**src/rtl/dmem_pkg.sv**
```systemverilog
// dmem_pkg: shared funct3 codes, FSM state encoding and access-size helper
// for the data-memory load/store sequencer.
package dmem_pkg;

    localparam logic [2:0] F3_B  = 3'b000;
    localparam logic [2:0] F3_H  = 3'b001;
    localparam logic [2:0] F3_W  = 3'b010;
    localparam logic [2:0] F3_BU = 3'b100;
    localparam logic [2:0] F3_HU = 3'b101;

    typedef enum logic [2:0] {IDLE, FAULT, LOAD, WRITE, RMW_RD, RMW_WR} state_t;

    // Access size in bytes from funct3; the unsigned variants share the low bits.
    function automatic logic [2:0] size_of(input logic [2:0] f3);
        return f3[1:0] == 2'b00 ? 3'd1 : f3[1:0] == 2'b01 ? 3'd2 : 3'd4;
    endfunction

endpackage

```
**src/rtl/dmem_access_ctrl_if.sv**
```systemverilog
// dmem_access_ctrl_if: core request/response and data-memory bus bundle.
// Ports (slave = sequencer view):
//   req_valid/req_ready/req_write/req_funct3/req_addr/req_wdata : core request
//   resp_valid/resp_rdata/resp_fault                            : core response
//   mem_address/mem_read/mem_write/mem_wdata/mem_rdata          : word memory
interface dmem_access_ctrl_if #(
    parameter int AW = 32,
    parameter int DW = 32
);
    logic          req_valid;
    logic          req_ready;
    logic          req_write;
    logic [2:0]    req_funct3;
    logic [AW-1:0] req_addr;
    logic [DW-1:0] req_wdata;
    logic          resp_valid;
    logic [DW-1:0] resp_rdata;
    logic          resp_fault;
    logic [AW-1:0] mem_address;
    logic          mem_read;
    logic          mem_write;
    logic [DW-1:0] mem_wdata;
    logic [DW-1:0] mem_rdata;

    modport slave (
        input  req_valid, req_write, req_funct3, req_addr, req_wdata, mem_rdata,
        output req_ready, resp_valid, resp_rdata, resp_fault,
               mem_address, mem_read, mem_write, mem_wdata
    );

    modport master (
        output req_valid, req_write, req_funct3, req_addr, req_wdata, mem_rdata,
        input  req_ready, resp_valid, resp_rdata, resp_fault,
               mem_address, mem_read, mem_write, mem_wdata
    );

endinterface

```
**src/rtl/dmem_lane_align.sv**
```systemverilog
// dmem_lane_align: combinational byte-lane steering for sub-word accesses.
// Ports:
//   word_i   : word read from memory
//   wdata_i  : right-justified store data
//   off_i    : byte offset within the word
//   funct3_i : RV32I load/store funct3
//   load_o   : extracted and sign/zero-extended load data
//   merge_o  : word_i with the store bytes replaced at off_i
module dmem_lane_align
    import dmem_pkg::*;
(
    input  logic [31:0] word_i,
    input  logic [31:0] wdata_i,
    input  logic [1:0]  off_i,
    input  logic [2:0]  funct3_i,
    output logic [31:0] load_o,
    output logic [31:0] merge_o
);

    logic [4:0]  sh;
    logic [15:0] lane;
    logic [31:0] mask;

    always_comb begin
        sh      = {off_i, 3'b000};
        lane    = 16'(word_i >> sh);
        load_o  = funct3_i == F3_B  ? {{24{lane[7]}}, lane[7:0]} :
                  funct3_i == F3_BU ? {24'b0, lane[7:0]} :
                  funct3_i == F3_H  ? {{16{lane[15]}}, lane} :
                  funct3_i == F3_HU ? {16'b0, lane} : word_i;
        mask    = (funct3_i[1:0] == 2'b00 ? 32'h0000_00FF :
                   funct3_i[1:0] == 2'b01 ? 32'h0000_FFFF : 32'hFFFF_FFFF) << sh;
        merge_o = (word_i & ~mask) | ((wdata_i << sh) & mask);
    end

endmodule

```
**src/rtl/dmem_access_ctrl.sv**
```systemverilog
// dmem_access_ctrl: RV32I load/store sequencer for a word-only data memory,
// with read-modify-write for SB/SH and fault rejection of bad requests.
// Ports:
//   clk   : clock, rising edge
//   rst_n : asynchronous active-low reset
//   bus   : dmem_access_ctrl_if.slave (core request/response + memory bus)
module dmem_access_ctrl
    import dmem_pkg::*;
#(
    parameter int            AW   = 32,
    parameter int            DW   = 32,
    parameter logic [AW-1:0] BASE = 'h1000,
    parameter int            SIZE = 1024
) (
    input  logic               clk,
    input  logic               rst_n,
    dmem_access_ctrl_if.slave  bus
);

    localparam logic [AW:0] LIMIT = {1'b0, BASE} + (AW+1)'(SIZE - 1);

    state_t        state_q, state_d;
    logic [AW-1:0] addr_q;
    logic [2:0]    funct3_q;
    logic [DW-1:0] wdata_q, buf_q, resp_rdata_q;
    logic          resp_valid_q, resp_fault_q;
    logic          accept, illegal, misaligned, out_of_range, fault;
    logic [2:0]    size;
    logic [AW:0]   last_byte;
    logic [DW-1:0] load_data, merge_data;

    always_comb begin
        accept       = bus.req_valid && state_q == IDLE;
        size         = size_of(bus.req_funct3);
        illegal      = bus.req_write ? bus.req_funct3[2] || bus.req_funct3 == 3'b011
                                     : bus.req_funct3 == 3'b011 || bus.req_funct3[2:1] == 2'b11;
        misaligned   = (size == 3'd2 && bus.req_addr[0]) || (size == 3'd4 && bus.req_addr[1:0] != 2'b00);
        last_byte    = {1'b0, bus.req_addr} + (AW+1)'(size) - (AW+1)'(1);
        out_of_range = bus.req_addr < BASE || last_byte > LIMIT;
        fault        = illegal || misaligned || out_of_range;
        state_d      = state_q == RMW_RD ? RMW_WR :
                       state_q != IDLE   ? IDLE :
                       !accept           ? IDLE :
                       fault             ? FAULT :
                       !bus.req_write    ? LOAD :
                       bus.req_funct3 == F3_W ? WRITE : RMW_RD;
    end

    dmem_lane_align u_align (
        .word_i   (bus.mem_rdata),
        .wdata_i  (wdata_q),
        .off_i    (addr_q[1:0]),
        .funct3_i (funct3_q),
        .load_o   (load_data),
        .merge_o  (merge_data)
    );

    // Fault responses are registered on the accept edge, so they surface
    // during the FAULT cycle; all others surface in the IDLE cycle that follows.
    always_ff @(posedge clk or negedge rst_n) begin
        if (!rst_n) begin
            state_q      <= IDLE;
            addr_q       <= '0;
            funct3_q     <= '0;
            wdata_q      <= '0;
            buf_q        <= '0;
            resp_valid_q <= 1'b0;
            resp_fault_q <= 1'b0;
            resp_rdata_q <= '0;
        end else begin
            state_q <= state_d;
            if (accept) begin
                addr_q   <= bus.req_addr;
                funct3_q <= bus.req_funct3;
                wdata_q  <= bus.req_wdata;
            end
            if (state_q == RMW_RD) buf_q <= merge_data;
            resp_valid_q <= (accept && fault) || state_q inside {LOAD, WRITE, RMW_WR};
            resp_fault_q <= accept && fault;
            resp_rdata_q <= state_q == LOAD ? load_data : '0;
        end
    end

    assign bus.req_ready   = state_q == IDLE;
    assign bus.resp_valid  = resp_valid_q;
    assign bus.resp_fault  = resp_fault_q;
    assign bus.resp_rdata  = resp_rdata_q;
    assign bus.mem_address = {addr_q[AW-1:2], 2'b00};
    assign bus.mem_read    = state_q == LOAD || state_q == RMW_RD;
    assign bus.mem_write   = state_q == WRITE || state_q == RMW_WR;
    assign bus.mem_wdata   = state_q == WRITE ? wdata_q : state_q == RMW_WR ? buf_q : '0;

endmodule

```
**src/flat_wrapper.sv**
```systemverilog
// flat-port wrapper written by rule: the top's interface ports become plain ports
module dmem_access_ctrl_flat import dmem_pkg::*;
#(
    parameter int            AW   = 32,
    parameter int            DW   = 32,
    parameter logic [AW-1:0] BASE = 'h1000,
    parameter int            SIZE = 1024
)
  (clk, rst_n, bus_req_valid, bus_req_write, bus_req_funct3, bus_req_addr, bus_req_wdata, bus_mem_rdata, bus_req_ready, bus_resp_valid, bus_resp_rdata, bus_resp_fault, bus_mem_address, bus_mem_read, bus_mem_write, bus_mem_wdata);
  dmem_access_ctrl_if #(.AW(AW), .DW(DW)) bus_i ();
  input  logic clk;
  input  logic rst_n;
  input wire logic [$bits(bus_i.req_valid)-1:0] bus_req_valid;
  input wire logic [$bits(bus_i.req_write)-1:0] bus_req_write;
  input wire logic [$bits(bus_i.req_funct3)-1:0] bus_req_funct3;
  input wire logic [$bits(bus_i.req_addr)-1:0] bus_req_addr;
  input wire logic [$bits(bus_i.req_wdata)-1:0] bus_req_wdata;
  input wire logic [$bits(bus_i.mem_rdata)-1:0] bus_mem_rdata;
  output wire logic [$bits(bus_i.req_ready)-1:0] bus_req_ready;
  output wire logic [$bits(bus_i.resp_valid)-1:0] bus_resp_valid;
  output wire logic [$bits(bus_i.resp_rdata)-1:0] bus_resp_rdata;
  output wire logic [$bits(bus_i.resp_fault)-1:0] bus_resp_fault;
  output wire logic [$bits(bus_i.mem_address)-1:0] bus_mem_address;
  output wire logic [$bits(bus_i.mem_read)-1:0] bus_mem_read;
  output wire logic [$bits(bus_i.mem_write)-1:0] bus_mem_write;
  output wire logic [$bits(bus_i.mem_wdata)-1:0] bus_mem_wdata;
  assign bus_i.req_valid = bus_req_valid;
  assign bus_i.req_write = bus_req_write;
  assign bus_i.req_funct3 = bus_req_funct3;
  assign bus_i.req_addr = bus_req_addr;
  assign bus_i.req_wdata = bus_req_wdata;
  assign bus_i.mem_rdata = bus_mem_rdata;
  assign bus_req_ready = bus_i.req_ready;
  assign bus_resp_valid = bus_i.resp_valid;
  assign bus_resp_rdata = bus_i.resp_rdata;
  assign bus_resp_fault = bus_i.resp_fault;
  assign bus_mem_address = bus_i.mem_address;
  assign bus_mem_read = bus_i.mem_read;
  assign bus_mem_write = bus_i.mem_write;
  assign bus_mem_wdata = bus_i.mem_wdata;
  dmem_access_ctrl #(.AW(AW), .DW(DW), .BASE(BASE), .SIZE(SIZE)) u_core (.clk(clk), .rst_n(rst_n), .bus(bus_i));
endmodule
```
**config.mk**
```make
export PLATFORM = sky130hd
export DESIGN_NAME = dmem_access_ctrl_flat
export DESIGN_NICKNAME = d
export VERILOG_FILES = /design/src/rtl/dmem_pkg.sv /design/src/rtl/dmem_access_ctrl_if.sv /design/src/rtl/dmem_lane_align.sv /design/src/rtl/dmem_access_ctrl.sv /design/src/flat_wrapper.sv
export SDC_FILE = /design/constraint.sdc
export NUM_CORES = 1
export LEC_CHECK = 0
export CORE_MARGIN = 5
export CORE_UTILIZATION = 48
export CTS_BUF_LIST = sky130_fd_sc_hd__clkbuf_4 sky130_fd_sc_hd__clkbuf_8
export CTS_CLUSTER_DIAMETER = 50
export DETAILED_ROUTE_END_ITERATION = 8
export PLACE_DENSITY = 0.86
export SYNTH_ARGS = -nofsm -noshare
export SYNTH_HDL_FRONTEND = slang
export SYNTH_SLANG_ARGS = --single-unit
```
**constraint.sdc**
```tcl
create_clock -name clk -period 1.95 [get_ports clk]
set_clock_uncertainty 0.1 [all_clocks]
set_input_delay 0.39 -clock clk [delete_from_list [all_inputs] [get_ports clk]]
set_output_delay 0.39 -clock clk [all_outputs]
set_load 0.03 [all_outputs]
```
==> impl_metrics.toml <==
[synth]
synthAdderAreaFrac_pct = 6.57
synth_simple_gate_area_share_pct = 19.7
ys_types = 80
yosys.area.top_type = "dfrtp_1"
ys_top_cells_by_count = "230 x nand2_1, 136 x dfrtp_1, 102 x o21ai_0"
ys_seq_area_share_pct = 37.5
synth_compound_area_share_pct = 24.6
ys.flop_type = "dfrtp_1"
post_synth_mux_area_share_pct = 3.22
synthTopCellsByArea = "dfrtp_1 38%, nand2_1 9.5%, ha_1 6.3%, o21ai_0 5.6%, a21oi_1 3.7%"
synth_top_family_by_area = "compound AO/OA/AOI/OAI gates"
ys_ff_latch = 136
syn-mean-instance-area_um2 = 8.31
synth_edf_count = 0
synthArstFlopShare_pct = 100
synth_top_area_share_pct = 37.5
synth_cells = 1091
yosysMostFrequentCell = "nand2_1"
syn_area_mm2 = 0.00906
synth_xor_area_share_pct = 0.580
synth_warnings = 0

[power]
total_power_mw = 9.49
clockPowerShare_pct = 30.2
switchingPower_mw = 3.58
combPwrFrac_pct = 35.1
power_frac_seq_pct = 34.7
ir_drop_v = 0.000413
leakage_nw = 7.16
internal_power_mw = 5.92
p_per_area_mw_per_mm2 = 658
p_sw_share_pct = 37.7

[clock_network]
cts_num_sinks = 136
clk_path_buf_depth = 2
cts_tree = "built"
cts-root-buf = "clkbuf_8"
clk_latency_ns = 0.48
cts-htree-levels = 4
clkTransAtPathRegs_ns = 0.08
numCtsBuffers = 17

[placement]
dpl_cell_area_mm2 = 0.0129
place.detailed.hpwl_um = 25200
finalWeightedCongestion = 0.962
dp_cells = 1645
io_buffer_count = 201

[worst_setup_path]
path_buf_inv = 5
reg2reg_to = "u_core.buf_q[8]"
r2r_setup_slack_ns = -0.20
startpoint = "bus_req_funct3[1]"
worstPathArrival_ns = 3.62
r2r_start = "u_core.addr_q[0]"
slowest_delay_ns = 0.59
cp.required_ns = 2.21
crit_slowest_cell = "or4b_4"
cp_top_family = "compound AO/OA/AOI/OAI gates"
reg2reg_depth = 5
crit_type = "in -> reg"
critPathCaptureType = "flop"
crit_fanout = 5
cp_cell_sequence = "buf_6, buf_6, inv_12, nand2_4, ha_4, inv_2, ha_4, fa_2, a211oi_2, o211ai_1, a22oi_2, buf_4, o21ai_2, a21oi_2, and3_4, o21ai_2, or4b_4, a31o_1"
startpoint_type = "input pin"

[hold_path]
hold_path.class = "in -> reg"
min_to = "u_core.funct3_q[1]"
hold_start = "bus_req_funct3[1]"
holdPathStages = 4

[floorplan]
die_w_um = 147
die_y_um = 147
die_area_mm2 = 0.0217
start_util_pct = 48.6
row_count = 50
fp.coreArea_mm2 = 0.0186
io_pins = 204

[sta]
finalSetupViolCount = 44
post-route-min-period_ns = 3.36
report.final.slew_viol_count = 0
layout_setup_ws_ns = -1.41
tightest_slew_ns = 0.671
fmax_ghz = 0.297
slew_headroom_pct = 55.2
hold_viol = 0
period_share_pct = 172
setup-tns-final_ns = -18.94
rsz0062_at_grt = "yes"

[route]
avgRoutedWirePerCell_um = 22.7
dr_total_vias = 10600
routed_via_density = 6.18
drtIter0Drc = 1352
totalWireLength_um = 38800
drcViolationCount = 7
drtPass1Iterations = 9
postRouteAntennaNets = 0

[final_layout]
final_area_mm2 = 0.0144
stdcell_count = 1711
layout.nets = 1614
fill_cells = 1202
postLayoutCoreUtil_pct = 77.4
drive_gt1_share_pct = 30.3
layout-area-overhead-vs-synth_pct = 59.2
diodes = 0

[run_status]
failed_checks = "DRC, setup timing"
status = "complete, but fails checks"

[global_routing]
grt_max_degree = 52
grt.total_usage_pct = 34.5
grt_first_pass_wirelength_um = 58700
grt_overflow = 0
grt_pass1_vias = 10600
antenna_found_initial = 0

[run]
max-cap-violations = 0
==> cell families (layout without fill, tap and decap cells) <==
logic type               Yosys count  after routing
AND/OR/NAND/NOR                  383            383
AO/OA/AOI/OAI                    337            337
buffers and inverters            152            537
flip-flops                       136            136
adder cells (fa/ha/maj)           47             47
multiplexers                      29             29
XOR/XNOR                           6              6
other                              1              2
==> how the worst max path moves through the flow <==
stage | end | slack (ns) | cells after the start
after floorplan | u_core.bus.resp_valid | -1.46 | 15
after global placement | u_core.bus.resp_valid | -2.21 | 17
after detailed placement | u_core.state_q[2] | -2.36 | 15
after CTS | u_core.bus.resp_valid | -1.46 | 17
after global routing | u_core.bus.resp_valid | -1.51 | 14
final | u_core.bus.resp_valid | -1.41 | 18
==> layout by cell type, fill, tap and decap left out, types with 30 or more instances in the layout <==
cell type        instances
nand2_1                222
buf_4                  219
ha_1                    34
a22o_4                  32
inv_1                   50
dfrtp_1                133
a21oi_1                 59
o21ai_0                 97
dlygate4sd2_1           57
nor2_1                  30
clkdlybuf4s50_1         93
buf_12                  39
==> state kept, by name, indices dropped and copies added, names as in the netlist <==
register	count
u_core.addr_q	32
u_core.buf_q	32
u_core.bus.resp_rdata	32
u_core.wdata_q	32
u_core.funct3_q	3
u_core.state_q	3
u_core.bus.resp_fault	1
u_core.bus.resp_valid	1
==> per-layer routing <==
metal  vias to the layer above  wire length (um)  share of wire [%]  track usage [%]
met3                       231              3630                9.3             7.88
met2                       810             18600                 48             59.1
met5                         -                 0                  0                0
li1                       4581                 -                  -                -
met1                      4950             14000                 36             40.0
met4                         0              2600                6.7             19.1
==> power by group through the flow <==
stage	clock (mW)	sequential (mW)	combinational, mW
final	2.86	3.29	3.33
after global routing	2.96	3.31	3.55
after CTS	2.78	3.25	3.04
after detailed placement	0	3.29	3.00
after global placement	0	3.28	2.97
after floorplan	0	3.20	1.74
==> worst min-delay path, stage by stage <==
cell     delay, ns
buf_6         0.10
buf_6         0.12
inv_12        0.05
o21ai_0       0.07
==> repair_timing <==
action	in CTS	in global routing
pin swaps	23	35
gates resized for setup	150	90
cloned	6	0
buffers inserted	24	10
hold endpoints to repair	54	0
endpoints found under the setup margin	103	80
hold buffers	1	0
==> layout make-up <==
type / instances / area [um2] / share of cell area, %
multi-input combinational: 804 / 5740 / 39.7
tap: 234 / 293 / 2.03
sequential: 136 / 3410 / 23.6
inverter: 59 / 234 / 1.62
timing repair buffer: 446 / 4310 / 29.9
clock buffer: 18 / 241 / 1.67
clock inverter: 14 / 210 / 1.46
==> metrics by stage <==
step	hold slack, ns	setup slack [ns]
after floorplan	-0.00559	-1.46
after global placement	0.169	-2.21
after detailed placement	0.170	-2.36
after CTS	0.197	-1.46
after global routing	0.204	-1.51
final	0.212	-1.41
No activity file was read; power rests on OpenSTA's default activity.
